$ cat src/rtl/uart_sdram_cmd.sv
// uart_sdram_cmd: turns UART byte packets into SDRAM test-port accesses and
// returns either the 16-bit read data (MSB first) or a 'K' write acknowledge
// through the UART transmitter handshake.
//
// Packet format: opcode, A2, A1, A0, then D1, D0 for writes only.
//   opcode 0x57 ('W') = write, 0x52 ('R') = read, anything else is dropped.
// Only one access is in flight at a time. Bytes that arrive while an access
// or a reply is still pending are discarded and flagged in err_ovr.
module uart_sdram_cmd #(
    parameter int unsigned ADDR_W  = 24,
    parameter int unsigned TIMEOUT = 50000
) (
    input  logic              sys_clk,
    input  logic              sys_rst,
    input  logic              rx_done,
    input  logic [7:0]        rx_data,
    output logic              sd_req,
    output logic              sd_we,
    output logic [ADDR_W-1:0] sd_addr,
    output logic [15:0]       sd_wdata,
    input  logic              sd_ack,
    input  logic              sd_rvalid,
    input  logic [15:0]       sd_rdata,
    output logic              tx_valid,
    output logic [7:0]        tx_data,
    input  logic              tx_ready,
    output logic              err_ovr,
    output logic              err_tmo
);

    localparam logic [7:0] OpWrite = 8'h57;
    localparam logic [7:0] OpRead  = 8'h52;
    localparam logic [7:0] AckByte = 8'h4B;
    localparam int unsigned CntW   = (TIMEOUT < 2) ? 1 : $clog2(TIMEOUT + 1);
    localparam logic [CntW-1:0] CntMax = CntW'(TIMEOUT);

    typedef enum logic [3:0] {
        StIdle,
        StAddr2,
        StAddr1,
        StAddr0,
        StData1,
        StData0,
        StReq,
        StWaitRd,
        StTxHi,
        StTxLo,
        StTxAck
    } state_e;

    state_e          state_q, state_d;
    logic            rx_done_q;
    logic            we_q, we_d;
    logic [23:0]     addr_q, addr_d;
    logic [15:0]     wdata_q, wdata_d;
    logic [15:0]     rdata_q, rdata_d;
    logic [CntW-1:0] cnt_q, cnt_d;
    logic            err_ovr_q, err_ovr_d;
    logic            err_tmo_q, err_tmo_d;

    logic byte_acc;
    logic in_rx;
    logic busy;
    logic tmo_hit;

    // Byte strobe is the rising edge of rx_done; a long high level counts once.
    assign byte_acc = rx_done & ~rx_done_q;

    assign in_rx = (state_q == StAddr2) || (state_q == StAddr1) || (state_q == StAddr0) ||
                   (state_q == StData1) || (state_q == StData0);

    assign busy = (state_q == StReq) || (state_q == StWaitRd) || (state_q == StTxHi) ||
                  (state_q == StTxLo) || (state_q == StTxAck);

    // An accepted byte in the same cycle beats the timeout.
    assign tmo_hit = in_rx && !byte_acc && (cnt_q == CntMax);

    // Next-state logic: packet assembly, SDRAM handshake, reply sequencing.
    always_comb begin
        state_d   = state_q;
        we_d      = we_q;
        addr_d    = addr_q;
        wdata_d   = wdata_q;
        rdata_d   = rdata_q;
        err_ovr_d = err_ovr_q;
        err_tmo_d = err_tmo_q;

        // Inter-byte timer only runs while a packet is partially received.
        if (in_rx && !byte_acc) begin
            cnt_d = cnt_q + 1'b1;
        end else begin
            cnt_d = '0;
        end

        unique case (state_q)
            StIdle: begin
                if (byte_acc) begin
                    if (rx_data == OpWrite) begin
                        we_d    = 1'b1;
                        state_d = StAddr2;
                    end else if (rx_data == OpRead) begin
                        we_d    = 1'b0;
                        state_d = StAddr2;
                    end
                end
            end
            StAddr2: begin
                if (byte_acc) begin
                    addr_d[23:16] = rx_data;
                    state_d       = StAddr1;
                end
            end
            StAddr1: begin
                if (byte_acc) begin
                    addr_d[15:8] = rx_data;
                    state_d      = StAddr0;
                end
            end
            StAddr0: begin
                if (byte_acc) begin
                    addr_d[7:0] = rx_data;
                    state_d     = we_q ? StData1 : StReq;
                end
            end
            StData1: begin
                if (byte_acc) begin
                    wdata_d[15:8] = rx_data;
                    state_d       = StData0;
                end
            end
            StData0: begin
                if (byte_acc) begin
                    wdata_d[7:0] = rx_data;
                    state_d      = StReq;
                end
            end
            StReq: begin
                if (sd_ack) begin
                    state_d = we_q ? StTxAck : StWaitRd;
                end
            end
            StWaitRd: begin
                if (sd_rvalid) begin
                    rdata_d = sd_rdata;
                    state_d = StTxHi;
                end
            end
            StTxHi: begin
                if (tx_ready) begin
                    state_d = StTxLo;
                end
            end
            StTxLo: begin
                if (tx_ready) begin
                    state_d = StIdle;
                end
            end
            StTxAck: begin
                if (tx_ready) begin
                    state_d = StIdle;
                end
            end
            default: begin
                state_d = StIdle;
            end
        endcase

        if (tmo_hit) begin
            state_d   = StIdle;
            err_tmo_d = 1'b1;
            cnt_d     = '0;
        end

        if (busy && byte_acc) begin
            err_ovr_d = 1'b1;
        end
    end

    // State and datapath registers with synchronous reset.
    always_ff @(posedge sys_clk) begin
        if (sys_rst) begin
            state_q   <= StIdle;
            rx_done_q <= 1'b0;
            we_q      <= 1'b0;
            addr_q    <= '0;
            wdata_q   <= '0;
            rdata_q   <= '0;
            cnt_q     <= '0;
            err_ovr_q <= 1'b0;
            err_tmo_q <= 1'b0;
        end else begin
            state_q   <= state_d;
            rx_done_q <= rx_done;
            we_q      <= we_d;
            addr_q    <= addr_d;
            wdata_q   <= wdata_d;
            rdata_q   <= rdata_d;
            cnt_q     <= cnt_d;
            err_ovr_q <= err_ovr_d;
            err_tmo_q <= err_tmo_d;
        end
    end

    // Output decode; access fields come straight from registers so they stay
    // stable for the whole request.
    always_comb begin
        sd_req   = (state_q == StReq);
        sd_we    = we_q;
        sd_addr  = ADDR_W'(addr_q);
        sd_wdata = wdata_q;
        tx_valid = (state_q == StTxHi) || (state_q == StTxLo) || (state_q == StTxAck);
        err_ovr  = err_ovr_q;
        err_tmo  = err_tmo_q;
        case (state_q)
            StTxHi:  tx_data = rdata_q[15:8];
            StTxLo:  tx_data = rdata_q[7:0];
            StTxAck: tx_data = AckByte;
            default: tx_data = 8'h00;
        endcase
    end

endmodule
$ cat config.mk
export PLATFORM = sky130hd
export DESIGN_NAME = uart_sdram_cmd
export DESIGN_NICKNAME = d
export VERILOG_FILES = /design/src/rtl/uart_sdram_cmd.sv
export SDC_FILE = /design/constraint.sdc
export NUM_CORES = 1
export LEC_CHECK = 0
export CORE_UTILIZATION = 25
export CTS_BUF_LIST = sky130_fd_sc_hd__clkbuf_16
export CTS_CLUSTER_DIAMETER = 60
export CTS_CLUSTER_SIZE = 40
export DETAILED_ROUTE_END_ITERATION = 12
export PLACE_DENSITY_LB_ADDON = 0.08
export SLEW_MARGIN = 20
export SYNTH_ARGS = -nofsm -noshare
export SYNTH_HDL_FRONTEND = slang
export SYNTH_SLANG_ARGS = --single-unit
$ cat constraint.sdc
create_clock -name sys_clk -period 4.1 [get_ports sys_clk]
set_clock_uncertainty 0.1 [all_clocks]
set_input_delay 1.025 -clock sys_clk [delete_from_list [all_inputs] [get_ports sys_clk]]
set_output_delay 1.025 -clock sys_clk [all_outputs]
set_load 0.005 [all_outputs]
Word level (Yosys, flattened, before mapping)
Index checks and enable logic that the tools add are counted.
Cells by class
  shifts and indexed selects: 0
  multiplexer cells: 18
  $add $sub $neg: 1
  multipliers: 0
  div/mod/pow operators: 0
  reductions and logical operators: 27
  bitwise operators: 3
  magnitude comparators: 0
  equal/unequal tests: 24
Operator list (count)
  $mux W4: 13
  $pmux W4 S10: 1
  $pmux W8 S3: 1
  $add A16 B1 Y16 const B: 1
  $eq A16 B16 Y1 const B: 1
  $eq A4 B3 Y1 const B: 4
  $eq A8 B7 Y1 const B: 2
  $ne A2 B2 Y1 const B: 8
  $eq A4 B4 Y1 const B: 3
  $reduce_and A2 Y1: 6
  $reduce_and A11 Y1: 1
  $logic_or A1 B1 Y1: 10
  $eq A4 B2 Y1 const B: 2
  $eq A4 B1 Y1 const B: 1
  $logic_not A4 Y1: 1
  $ne A2 B1 Y1 const B: 2
  $reduce_or A2 Y1: 2
  $logic_and A1 B1 Y1: 3
  $ne A3 B3 Y1 const B: 1
  $reduce_and A3 Y1: 1
  $reduce_or A3 Y1: 1
  $mux W1: 2
  $mux W2: 1
  $not A1 Y1: 2
  3 further kinds: 3
Storage, ports and cells
  memories kept: 0
  bits in latches: 0
  flip-flop bits (word level): 80
  output and inout bits: 53
  RAM bits: 0
  memory bits (read-only): 0

Depth between registers and ports, before layout
  depth after elaboration: 8
  gate-level depth with buffers: 7

Worst setup path before layout
No wires, ideal clock.
  path type: register to output
  from: reg state_q[1]
  to: out tx_data[0]
  slack: 1697 ps
  buffers on the path: 2
  cell stages (with the launch flop): 6
  arrival time: 1278 ps
  cell sequence: dfxtp_1 > buf_2 > nor2b_1 > clkbuf_1 > a21oi_1 > nor2_1
On the way
  cells in the longest elaborated chain, start to end: 2
RTL lines
  start: declaration: RTL line 51  | state_e state_q, state_d;
  start signal: assignment: RTL line 182  | state_q <= StIdle;
  start signal: assignment: RTL line 192  | state_q <= state_d;
  $eq A4 B4 Y1: RTL line 214  | case (state_q)
  $pmux W8 S3 *: RTL line 214
  end: declaration: RTL line 25  | output logic [7:0] tx_data,
Mark *: on every way between the ends. The rest lies on a longest branch, timed or not.

Worst setup path in the final report
  from: reg state_q[1]
  to: out tx_data[6]
The elaborated chain is that of the path after synthesis.

==> results.md <==
* PwrDens at 371.3 nW/um2
* FF-to-FF setup slack at 1.68 ns
* Status: finished, final reports clean
* XOR/XNOR Fraction of Synth Area at 3.516%
* Worst r2r src: state_q[1]$_SDFFE_PP0P_
* Worst min-delay path class: reg -> reg
* Largest net degree at the start of global routing at 60
* Combinational power share at 9.9%
* Ant. Diodes at 0
* Reg2reg end: rdata_q[4]$_SDFFE_PP0P_
* Synth warn at 0
* Final instance area at 4722 um2
* Normalized max-slew margin at 40.92%
* Top_reg_cell synth: dfxtp_1
* Vias in the first global route at 2889
* Initial DRC count at 160
* Clk slew on worst S/H paths at 0.06 ns
* CTS tree: yes
* Setup Fix Bufs, Post-CTS at 0
* Port Buffers at 82
* Simple-Gate Fraction of Synth Area at 25.51%
* Gpl congestion at 0.7706
* Final setup violation count at 0
* Post-synth EDFFs at 0
* Sink Count at 80
* Worst-Margin Slew at 0.8850 ns
* Die Ht at 120.1 um
* Mux contribution to synthesized area at 9.257%
* Fin nets at 504
* Gate Count Post-Synth at 400
* Setup crit end: tx_data[6]
* Async set-reset flop share out of synthesis at 0%
* Tmin final at 3.366 ns
* Layout cells sized above 1 at 6.709%
* GRT Util Overall at 13.54%
* Vias at 3007
* Post-synthesis compound-gate area fraction at 10.98%
* Worst path slowest cell: dfxtp_1
* Peak supply drop at 0.0001806 V
* Post-synthesis sequential area ratio at 45.93%
* Crit end category: primary output
* Post-DP Area at 4433 um2
* Hold_buf cts at 0
* WS Path Type: reg -> out
* Post-Synth Adder-Cell Area at 0.7176%
* Area of the multi-input gates at 1743 um2
* Arr. time, crit path at 2.24 ns
* Synth unique cells at 53
* DRC at 0
* Main combinational cell family by area after synthesis: simple AND/OR/NAND/NOR gates
* Share of the synthesized area in the top cell type at 45.93%
* RSZ-0062 raised after global routing: false
* Starting density of the core at 26.02%
* Setup TNS at 0 ns
* Post-cts resize count at 0
* Synth top area cells: dfxtp_1 (46%), mux2i_1 (8.6%), nor2_1 (6.4%), nand2_1 (5.9%), a21oi_1 (5.6%)
* Fin. Hold Viols at 0
* Period utilization at 82.10%
* Maximum clock path buffer count at 2
* GR Overflow Total at 0
* IO Pins at 83
* CP peak stage delay at 0.90 ns
* Max frequency at 297.1 MHz
* Post-detail-place hpwl at 6514 um
* Root Buffer: clkbuf_16
* Crit path from: state_q[1]$_SDFFE_PP0P_
* Net Sw Frac at 24.00%
* Via-per-instance ratio at 4.605
* Drt total wl at 9348 um
* Wire length per cell at 14.32 um
* CP cell instances: nor2b_1 > a21oi_1 > nor2_1 > clkdlybuf4s50_1
* Crit-path max FO at 24
* Sequential Area at 1602 um2
* Max Cap Viol at 0
* Std cell rows at 42
* Psw at 0.4209 mW
* Initial antenna violation count at 0
* Power Internal at 1.332 mW
* Synth area leader: dfxtp_1
* Clock Power Share at 44.4%
* Initial DRT Pass Iterations at 4
* Most common cell in the netlist: dfxtp_1
* Synthesized flop and latch total at 80
* Worst EP required at 2.97 ns
* Synth Area per Inst at 8.718 um2
* Worst Setup Start Kind: flip-flop
* Latest clock arrival within the worst-skew pair at 0.33 ns
* First-pass GRT wire length at 15260 um
* Core Region at 13400 um2
* Pins Over Slew Limit at 0
* Hold_sp: sd_addr[22]$_SDFFE_PP0P_
* Number of buffers created by CTS at 9
* Htree depth at 3
* Post-Syn Area at 3487 um2
* Fillcell total at 1434
* Worst-case reg-to-reg path depth at 5
* Syn-to-layout area delta at 35.41%
* Leakage at 1.720 nW
* Most instantiated cells after synthesis: dfxtp_1 (80), nor2_1 (59), nand2_1 (55)
* Die area at 14430 um2
* Sequential share of power at 45.7%
* Die X at 120.1 um
* Post-route ant nets at 0
* Syn_nets at 432
## worst max-delay path, delay by kind of cell, from the launching register on
kind / cells / cell delay, ns
buf+inv: 1 / 0.47
flops: 1 / 0.90
simple gates: 2 / 0.31
compound gates: 1 / 0.22
## through the flow
step / util [%] / hold slack [ns] / setup slack (ns) / instances / total power, mW
2_1_floorplan: - / 0.3357 / 1.697 / 400 / 0.9192
3_3_place_gp: 33.08 / 0.3443 / 1.125 / 637 / 0.9937
3_5_place_dp: 33.08 / 0.3485 / 1.080 / 637 / 0.9933
4_1_cts: 35.24 / 0.3574 / 0.7091 / 653 / 1.784
5_1_grt: 35.24 / 0.3763 / 0.5225 / 653 / 1.839
6_report: 35.24 / 0.3526 / 0.7341 / 653 / 1.753
## layer usage
layer	part of all wire [%]	GRT usage, %
met3	5.5	3.517
met4	1.2	4.219
met2	45	21.23
met1	49	18.04
met5	0	0
## registers in the layout, indices dropped and copies added (netlist names)
name	flops
err_ovr	1
rdata_q	16
cnt_q	16
state_q	4
sd_addr	24
rx_done_q	1
sd_we	1
sd_wdata	16
err_tmo	1
## placed cells by master, fill, tap and decap left out, types with 3 or more instances in the layout
cell type,netlist,routed
clkdlybuf4s50_1,0,81
dfxtp_1,80,80
nor2_1,59,59
nand2_1,55,55
a21oi_1,39,39
mux2i_1,30,30
nand3_1,23,23
clkbuf_16,0,9
nor3_1,7,7
xnor2_1,7,7
xor2_1,7,7
inv_1,4,5
o21ai_0,5,5
buf_4,3,5
nand4_1,4,4
o211ai_1,4,4
nor2b_1,3,3
nand3_2,3,3
and4_1,3,3
## worst min path at each step
stage | end | slack, ns | cells past startpoint
after floorplan | rdata_q[10]$_SDFFE_PP0P_ | 0.34 | 2
after global placement | sd_addr[7]$_SDFFE_PP0P_ | 0.34 | 2
after detailed placement | sd_addr[22]$_SDFFE_PP0P_ | 0.35 | 2
after CTS | rdata_q[12]$_SDFFE_PP0P_ | 0.36 | 2
after global routing | sd_addr[20]$_SDFFE_PP0P_ | 0.38 | 2
final | sd_addr[22]$_SDFFE_PP0P_ | 0.35 | 2
## power groups by stage
stage | Sequential [mW] | Clock [mW] | Combinational, mW
3_3_place_gp | 0.819 | 0 | 0.174
6_report | 0.801 | 0.778 | 0.174
4_1_cts | 0.802 | 0.808 | 0.175
3_5_place_dp | 0.819 | 0 | 0.174
2_1_floorplan | 0.810 | 0 | 0.109
5_1_grt | 0.803 | 0.849 | 0.187
## final cells by class
type                       count  area share (%)
inverter                       4          0.3180
clock buffer                   9           4.769
clock inverter                 7           1.351
timing repair buffer          87           18.07
tap                          176           4.663
sequential                    80           33.92
multi-input combinational    290           36.91
## logic make-up (layout without fill, tap and decap cells)
group,after synthesis,after routing
multiplexers,32,32
flip-flops,80,80
buffers and inverters,30,107
XOR/XNOR,14,14
adder cells (fa/ha/maj),2,2
AND/OR/NAND/NOR,181,181
AO/OA/AOI/OAI,61,61
Note: power is estimated with default switching activity, not from simulation.
